## src/rtl/uart_pkg.sv

```systemverilog
// Shared types and constants for the UART transmit path: FSM state encoding,
// word-length codes, oversample ratio, stop-bit durations and the parity helper.
package uart_pkg;

    typedef enum logic [2:0] {
        ST_IDLE   = 3'd0,
        ST_START  = 3'd1,
        ST_DATA   = 3'd2,
        ST_PARITY = 3'd3,
        ST_STOP   = 3'd4
    } tx_state_e;

    localparam logic [1:0] WLS_5 = 2'b00;
    localparam logic [1:0] WLS_6 = 2'b01;
    localparam logic [1:0] WLS_7 = 2'b10;
    localparam logic [1:0] WLS_8 = 2'b11;

    localparam int unsigned OVERSAMPLE = 16;
    localparam logic [3:0]  TICK_LAST  = 4'(OVERSAMPLE - 1);

    localparam logic [5:0] STOP_TICKS_1   = 6'd16;
    localparam logic [5:0] STOP_TICKS_1P5 = 6'd24;
    localparam logic [5:0] STOP_TICKS_2   = 6'd32;

    function automatic logic [7:0] word_mask(input logic [1:0] wls);
        logic [7:0] mask;
        case (wls)
            WLS_5:   mask = 8'h1F;
            WLS_6:   mask = 8'h3F;
            WLS_7:   mask = 8'h7F;
            WLS_8:   mask = 8'hFF;
            default: mask = 8'hFF;
        endcase
        return mask;
    endfunction

    // Stick parity ignores the data entirely; otherwise only used bits count.
    function automatic logic tx_parity(input logic [7:0] data, input logic [1:0] wls,
                                       input logic eps, input logic sp);
        logic x;
        logic p;
        x = ^(data & word_mask(wls));
        if (sp) begin
            p = ~eps;
        end else if (eps) begin
            p = x;
        end else begin
            p = ~x;
        end
        return p;
    endfunction

    // Last stop-counter value; counting starts at zero so this is duration - 1.
    function automatic logic [5:0] stop_last(input logic stb, input logic [1:0] wls);
        logic [5:0] last;
        if (!stb) begin
            last = STOP_TICKS_1 - 6'd1;
        end else if (wls == WLS_5) begin
            last = STOP_TICKS_1P5 - 6'd1;
        end else begin
            last = STOP_TICKS_2 - 6'd1;
        end
        return last;
    endfunction

endpackage

```

## src/rtl/uart_tx_parity.sv

```systemverilog
// Combinational parity for the character held in the transmit shift register,
// using the frame format latched at frame start.
module uart_tx_parity (
    input  logic [7:0] data,
    input  logic [1:0] wls,
    input  logic       eps,
    input  logic       sp,
    output logic       parity
);
    import uart_pkg::*;

    assign parity = tx_parity(data, wls, eps, sp);

endmodule

```

## src/rtl/uart_tx_frame_ctrl.sv

```systemverilog
// UART transmit frame controller: THR -> TSR -> txd, paced by the 16x baud enable.
// Optional UART_TX_BREAK_EN: BC forces txd low (registered) while the FSM keeps running.
module uart_tx_frame_ctrl (
    input  logic       m_clk,
    input  logic       reset,
    input  logic       baud_x16,
    input  logic [1:0] WLS,
    input  logic       STB,
    input  logic       PEN,
    input  logic       EPS,
    input  logic       SP,
    input  logic       BC,
    input  logic [7:0] thr_data,
    input  logic       thr_valid,
    output logic       thr_ready,
    output logic       txd,
    output logic       thre,
    output logic       temt
);
    import uart_pkg::*;

    tx_state_e  state_r;
    logic [3:0] tick_cnt_r;
    logic [2:0] bit_cnt_r;
    logic [5:0] stop_cnt_r;
    logic [7:0] thr_r;
    logic [7:0] tsr_r;
    logic       thr_empty_r;
    logic       temt_r;
    logic       seq_txd_r;
    logic [1:0] wls_r;
    logic       stb_r;
    logic       pen_r;
    logic       eps_r;
    logic       sp_r;

    logic       parity_s;
    logic       wr_accept_s;
    logic       bit_end_s;
    logic       last_bit_s;
    logic [2:0] bit_nxt_s;
    logic [5:0] stop_last_s;
    logic       stop_done_s;
    logic       load_s;

    uart_tx_parity u_parity (
        .data   (tsr_r),
        .wls    (wls_r),
        .eps    (eps_r),
        .sp     (sp_r),
        .parity (parity_s)
    );

    assign wr_accept_s = thr_valid & thr_empty_r;
    assign bit_end_s   = baud_x16 & (tick_cnt_r == TICK_LAST);
    assign last_bit_s  = (bit_cnt_r == ({1'b0, wls_r} + 3'd4));
    assign bit_nxt_s   = bit_cnt_r + 3'd1;
    assign stop_last_s = stop_last(stb_r, wls_r);
    assign stop_done_s = baud_x16 & (stop_cnt_r == stop_last_s);

    // TSR load: from idle on a tick, or straight out of STOP for back-to-back frames.
    always_comb begin
        load_s = 1'b0;
        case (state_r)
            ST_IDLE: begin
                if (baud_x16 && !thr_empty_r) begin
                    load_s = 1'b1;
                end else begin
                    load_s = 1'b0;
                end
            end
            ST_STOP: begin
                if (stop_done_s && !thr_empty_r) begin
                    load_s = 1'b1;
                end else begin
                    load_s = 1'b0;
                end
            end
            default: load_s = 1'b0;
        endcase
    end

    // Holding register and the empty flags derived from it.
    always_ff @(posedge m_clk) begin
        if (reset) begin
            thr_r       <= 8'd0;
            thr_empty_r <= 1'b1;
            temt_r      <= 1'b1;
        end else if (load_s) begin
            thr_r       <= 8'd0;
            thr_empty_r <= 1'b1;
            temt_r      <= 1'b0;
        end else if (wr_accept_s) begin
            thr_r       <= thr_data;
            thr_empty_r <= 1'b0;
            temt_r      <= 1'b0;
        end else if (state_r == ST_STOP && stop_done_s) begin
            temt_r      <= 1'b1;
        end
    end

    // Frame sequencer: counters, latched frame format and the sequenced line level.
    always_ff @(posedge m_clk) begin
        if (reset) begin
            state_r    <= ST_IDLE;
            tick_cnt_r <= 4'd0;
            bit_cnt_r  <= 3'd0;
            stop_cnt_r <= 6'd0;
            tsr_r      <= 8'd0;
            wls_r      <= 2'b00;
            stb_r      <= 1'b0;
            pen_r      <= 1'b0;
            eps_r      <= 1'b0;
            sp_r       <= 1'b0;
            seq_txd_r  <= 1'b1;
        end else if (load_s) begin
            state_r    <= ST_START;
            tick_cnt_r <= 4'd0;
            bit_cnt_r  <= 3'd0;
            stop_cnt_r <= 6'd0;
            tsr_r      <= thr_r;
            wls_r      <= WLS;
            stb_r      <= STB;
            pen_r      <= PEN;
            eps_r      <= EPS;
            sp_r       <= SP;
            seq_txd_r  <= 1'b0;
        end else begin
            case (state_r)
                ST_IDLE: begin
                    seq_txd_r <= 1'b1;
                end
                ST_START: begin
                    if (baud_x16) begin
                        tick_cnt_r <= tick_cnt_r + 4'd1;
                    end
                    if (bit_end_s) begin
                        state_r   <= ST_DATA;
                        bit_cnt_r <= 3'd0;
                        seq_txd_r <= tsr_r[0];
                    end
                end
                ST_DATA: begin
                    if (baud_x16) begin
                        tick_cnt_r <= tick_cnt_r + 4'd1;
                    end
                    if (bit_end_s) begin
                        if (!last_bit_s) begin
                            bit_cnt_r <= bit_nxt_s;
                            seq_txd_r <= tsr_r[bit_nxt_s];
                        end else if (pen_r) begin
                            state_r   <= ST_PARITY;
                            seq_txd_r <= parity_s;
                        end else begin
                            state_r    <= ST_STOP;
                            stop_cnt_r <= 6'd0;
                            seq_txd_r  <= 1'b1;
                        end
                    end
                end
                ST_PARITY: begin
                    if (baud_x16) begin
                        tick_cnt_r <= tick_cnt_r + 4'd1;
                    end
                    if (bit_end_s) begin
                        state_r    <= ST_STOP;
                        stop_cnt_r <= 6'd0;
                        seq_txd_r  <= 1'b1;
                    end
                end
                ST_STOP: begin
                    seq_txd_r <= 1'b1;
                    if (stop_done_s) begin
                        state_r    <= ST_IDLE;
                        stop_cnt_r <= 6'd0;
                    end else if (baud_x16) begin
                        stop_cnt_r <= stop_cnt_r + 6'd1;
                    end
                end
                default: begin
                    state_r   <= ST_IDLE;
                    seq_txd_r <= 1'b1;
                end
            endcase
        end
    end

`ifdef UART_TX_BREAK_EN
    logic brk_r;

    // Registered break request; gates the line low one cycle after BC.
    always_ff @(posedge m_clk) begin
        if (reset) begin
            brk_r <= 1'b0;
        end else begin
            brk_r <= BC;
        end
    end

    assign txd = seq_txd_r & ~brk_r;
`else
    logic unused_bc_s;
    assign unused_bc_s = BC;
    assign txd         = seq_txd_r;
`endif

    assign thr_ready = thr_empty_r;
    assign thre      = thr_empty_r;
    assign temt      = temt_r;

endmodule

```

## config.mk

```make
export PLATFORM = sky130hd
export DESIGN_NAME = uart_tx_frame_ctrl
export DESIGN_NICKNAME = d
export VERILOG_FILES = /design/src/rtl/uart_pkg.sv /design/src/rtl/uart_tx_parity.sv /design/src/rtl/uart_tx_frame_ctrl.sv
export SDC_FILE = /design/constraint.sdc
export NUM_CORES = 1
export LEC_CHECK = 0
export BUFFER_PORTS_ARGS = -buffer_cell sky130_fd_sc_hd__buf_2
export CAP_MARGIN = 20
export CORE_ASPECT_RATIO = 0.75
export CORE_MARGIN = 10
export CORE_UTILIZATION = 28
export CTS_CLUSTER_DIAMETER = 30
export DETAILED_ROUTE_END_ITERATION = 10
export PLACE_DENSITY = 0.48
export SETUP_SLACK_MARGIN = 0.05
export SYNTH_ARGS = -nofsm -noshare
export SYNTH_HDL_FRONTEND = slang
export SYNTH_SLANG_ARGS = --single-unit
```

## constraint.sdc

```tcl
create_clock -name m_clk -period 2.8 [get_ports m_clk]
set_input_delay 0.14 -clock m_clk [delete_from_list [all_inputs] [get_ports m_clk]]
set_output_delay 0.14 -clock m_clk [all_outputs]
set_load 0.1 [all_outputs]
```

==> out/results.txt <==
Total congestion overflow after global routing: 0. By area the synthesized netlist is led by dfxtp_1 (41%), mux2i_1 (7.5%), nor2_1 (6.5%). The hold violation total from the final report is 0, and the sequential area share after synthesis is 0.409. The count of TritonRoute iterations in the first routing pass is 4, and the sum of negative setup slack is 0 ns. The maximum fanout encountered on the critical timing path was 24; the depth of the CTS H-tree was 2. Synthesis instantiated 42 different standard cells from the library.

Remaining design rule violation count: 0. In this run the count of I/O pins placed on the die edge is 23. The critical path in this run is classified as reg -> reg. The fraction of synthesized cell area taken by the top area cell type was 0.409; the minimum clock period after layout was 2.26 ns. Power density over cell area: 532 nW/um^2. The synthesized netlist occupies a cell area of 2010 sq um.

The logs give 5 for the number of clock buffers inserted by TritonCTS and 0.804 for the global placer's final weighted congestion. The wire-length estimate of the detail-placed layout is 3510 um. The floorplan step defined a die boundary enclosing 11000 sq um. Initial antenna violation count: 0. Number of global-route vias before repair: 1637. The tightest min-delay check is of the in -> reg type. The tools report the origin of the worst setup path as stop_cnt_r[0]$_SDFFE_PP0P_. The transition at the pin with the smallest max-transition slack works out to 0.665 ns. Max-slew violation count: 0.

After detailed routing, the average wire length per cell comes to 13.8 um. The worst setup path is launched from a register. Hold repair after CTS inserted 0 buffers. The x dimension of the die was 118 um; the number of DRC violations after detailed-routing iteration 0 was 89. The repair_antennas step left the layout with diodes totalling 0. After clock tree synthesis, the setup repair step added 0 buffers. The filler cells instantiated in the layout total 750. Synthesis inferred 41 register bits.

The final layout contains 277 nets. OpenSTA, run right after detailed placement, puts the worst setup slack at 0.538 ns. The final period utilization works out to 0.808. The run gives 0 as the final antenna-violating net count. Counting instances in the post-synthesis netlist gives the leading cell types as dfxtp_1 (41), nor2_1 (35), nand2_1 (28), a21oi_1 (23), mux2i_1 (15). Cell with the most instances after synthesis: dfxtp_1. The endpoint arrival time on the critical path was 2.42 ns; the worst reg2reg path depth was 7.

The later pin in the worst-skew pair is clocked with a latency of 0.30 ns. Entering global routing, the biggest net connects 25 pins. At the worst endpoint, the required time is 2.96 ns. The worst ir drop on vdd is 0.000223 V. After floorplanning, the core was divided into 26 placement rows.

The synthesized design contains 0 enable-type register cells. The area growth from synthesis to layout is 15.8%. For the global router's overall resource usage, the log shows 0.0912. The final setup skew was 0.0110 ns; the clock slew seen by the registers of the worst setup and hold paths was 0.09 ns. The run gives 1636 as the vias after detailed routing.

Internal reg-to-reg setup slack: 0.54 ns. The count of final setup violators was 0. In the synthesized netlist, the number of instances is 234. The number of cells on the worst hold path is 3. The count of port buffers added during placement is 21, and the setup slack of the critical path after layout is 0.538 ns. After clock tree synthesis, the repair step resized 0 gates.

The logs give 4880 um for the total wire length and 0 for the count of maximum capacitance violations. Setup repair after global routing left no endpoint under its margin. In this run the static leakage power is 0.000929 uW. From bottom edge to top edge, the die measures 93.3 um. The leading register cell type out of synthesis is dfxtp_1. TritonCTS built the clock tree. The highest attainable clock frequency was 0.442 GHz. Number of buffers on the longest clock path: 2. The flow ran to the end, and the final reports show no timing, DRC or antenna violations.

The synthesized netlist net count was 256. In this run the standard cell core region covers 6900 sq um. The fraction of synthesis flops using an asynchronous set or reset pin was 0; the total of warnings raised by yosys was 0. The headroom to the max-slew limit came out at 0.555. The sink of the worst hold path was thr_r[7]$_SDFFE_PP0P_. Starting density of the core: 0.291. Mean number of vias per cell: 4.62.

The first-pass GRT wire length came out at 8330 um. The category of the worst setup path capture point was a register. Layout cell share with drive strength beyond 1: 0.152.

The clock root buffer was clkbuf_8. Counting every sink on the clock net gives 41. The worst hold path begins at thr_data[7]. The largest total area in the synthesized netlist belongs to dfxtp_1. The worst register-to-register path ends at state_r[1]$_SDFFE_PP0P_.

The synthesized area divided by synthesized cell count was 8.58 sq um. In this run the critical register-to-register path is launched from stop_cnt_r[0]$_SDFFE_PP0P_.
## worst max-delay path: stages (launching register included)
cell and delay (ns):
dfxtp_1 0.38, ha_1 0.25, nand4b_1 0.21, o311ai_4 0.51, nand2_2 0.25, nand2b_1 0.13
buf_4 0.30, nor3_1 0.09
## logic make-up after synthesis
logic type | synth area share
compound gates | 0.139
xor+xnor | 0.0636
fa+ha+maj | 0.0187
buf+inv | 0.0312
flops | 0.409
mux | 0.0991
simple gates | 0.240
## registers in the layout (all words and copies together) (netlist names)
name and cells:
stb_r 1, bit_cnt_r 3, txd 1, temt 1, tsr_r 8, pen_r 1, thr_r 8, tick_cnt_r 4
eps_r 1, stop_cnt_r 6, state_r 3, sp_r 1, wls_r 2, thr_ready 1
## layout by cell type (no fill, tap or decap), drive strengths merged, types with 3 or more instances in the layout
cell,instances
nand2b,6
o21ai,10
nand2,29
nor3,4
nand4,4
mux2i,15
nor2,35
buf,25
and3,3
dfxtp,41
xnor2,9
clkbuf,5
xor2,3
nand3,8
ha,3
a21oi,23
## worst max path at each step
stage                                    to  slack (ns)
global placement    state_r[1]$_SDFFE_PP0P_        0.58
CTS                 state_r[2]$_SDFFE_PP0P_        0.50
floorplan             tsr_r[0]$_SDFFE_PP0P_        0.70
global route        state_r[1]$_SDFFE_PP0P_        0.35
finish              state_r[1]$_SDFFE_PP0P_        0.54
detailed placement  state_r[1]$_SDFFE_PP0P_        0.54
## per-layer routing
layer  global-route usage  vias up  routed length [um]
met5                    0        -                   0
met4               0.0308        0                  55
met3               0.0216        5                 126
met2                0.142       24                2070
met1                0.121      750                2620
li1                     -      857                   -
## through the flow
step	power, uW	instance area (sq um)	util	hold slack (ns)	std cells
floorplan	729	2010	-	0.275	234
global placement	764	2210	0.321	0.374	346
detailed placement	765	2210	0.321	0.380	346
CTS	1260	2330	0.337	0.0551	354
global route	1300	2330	0.337	0.0603	354
finish	1240	2330	0.337	0.0662	354
## area by class of cell
cell class / count / area, sq um / area share
Clock buffer: 5 / 68.8 / 0.0296
Sequential cell: 41 / 821 / 0.353
Inverter: 2 / 7.51 / 0.00323
Timing Repair Buffer: 25 / 135 / 0.0581
Multi-Input combinational cell: 180 / 1120 / 0.484
Tap cell: 98 / 123 / 0.0527
Clock inverter: 3 / 46.3 / 0.0199
## where the power goes
| group | total (uW) | internal [uW] | switching [uW] |
|---|---|---|---|
| sequential | 614 | 600 | 13.6 |
| clock | 489 | 267 | 222 |
| combinational | 136 | 44.2 | 91.6 |
| total | 1240 | 911 | 327 |
Power figures use the tool's default switching activity.
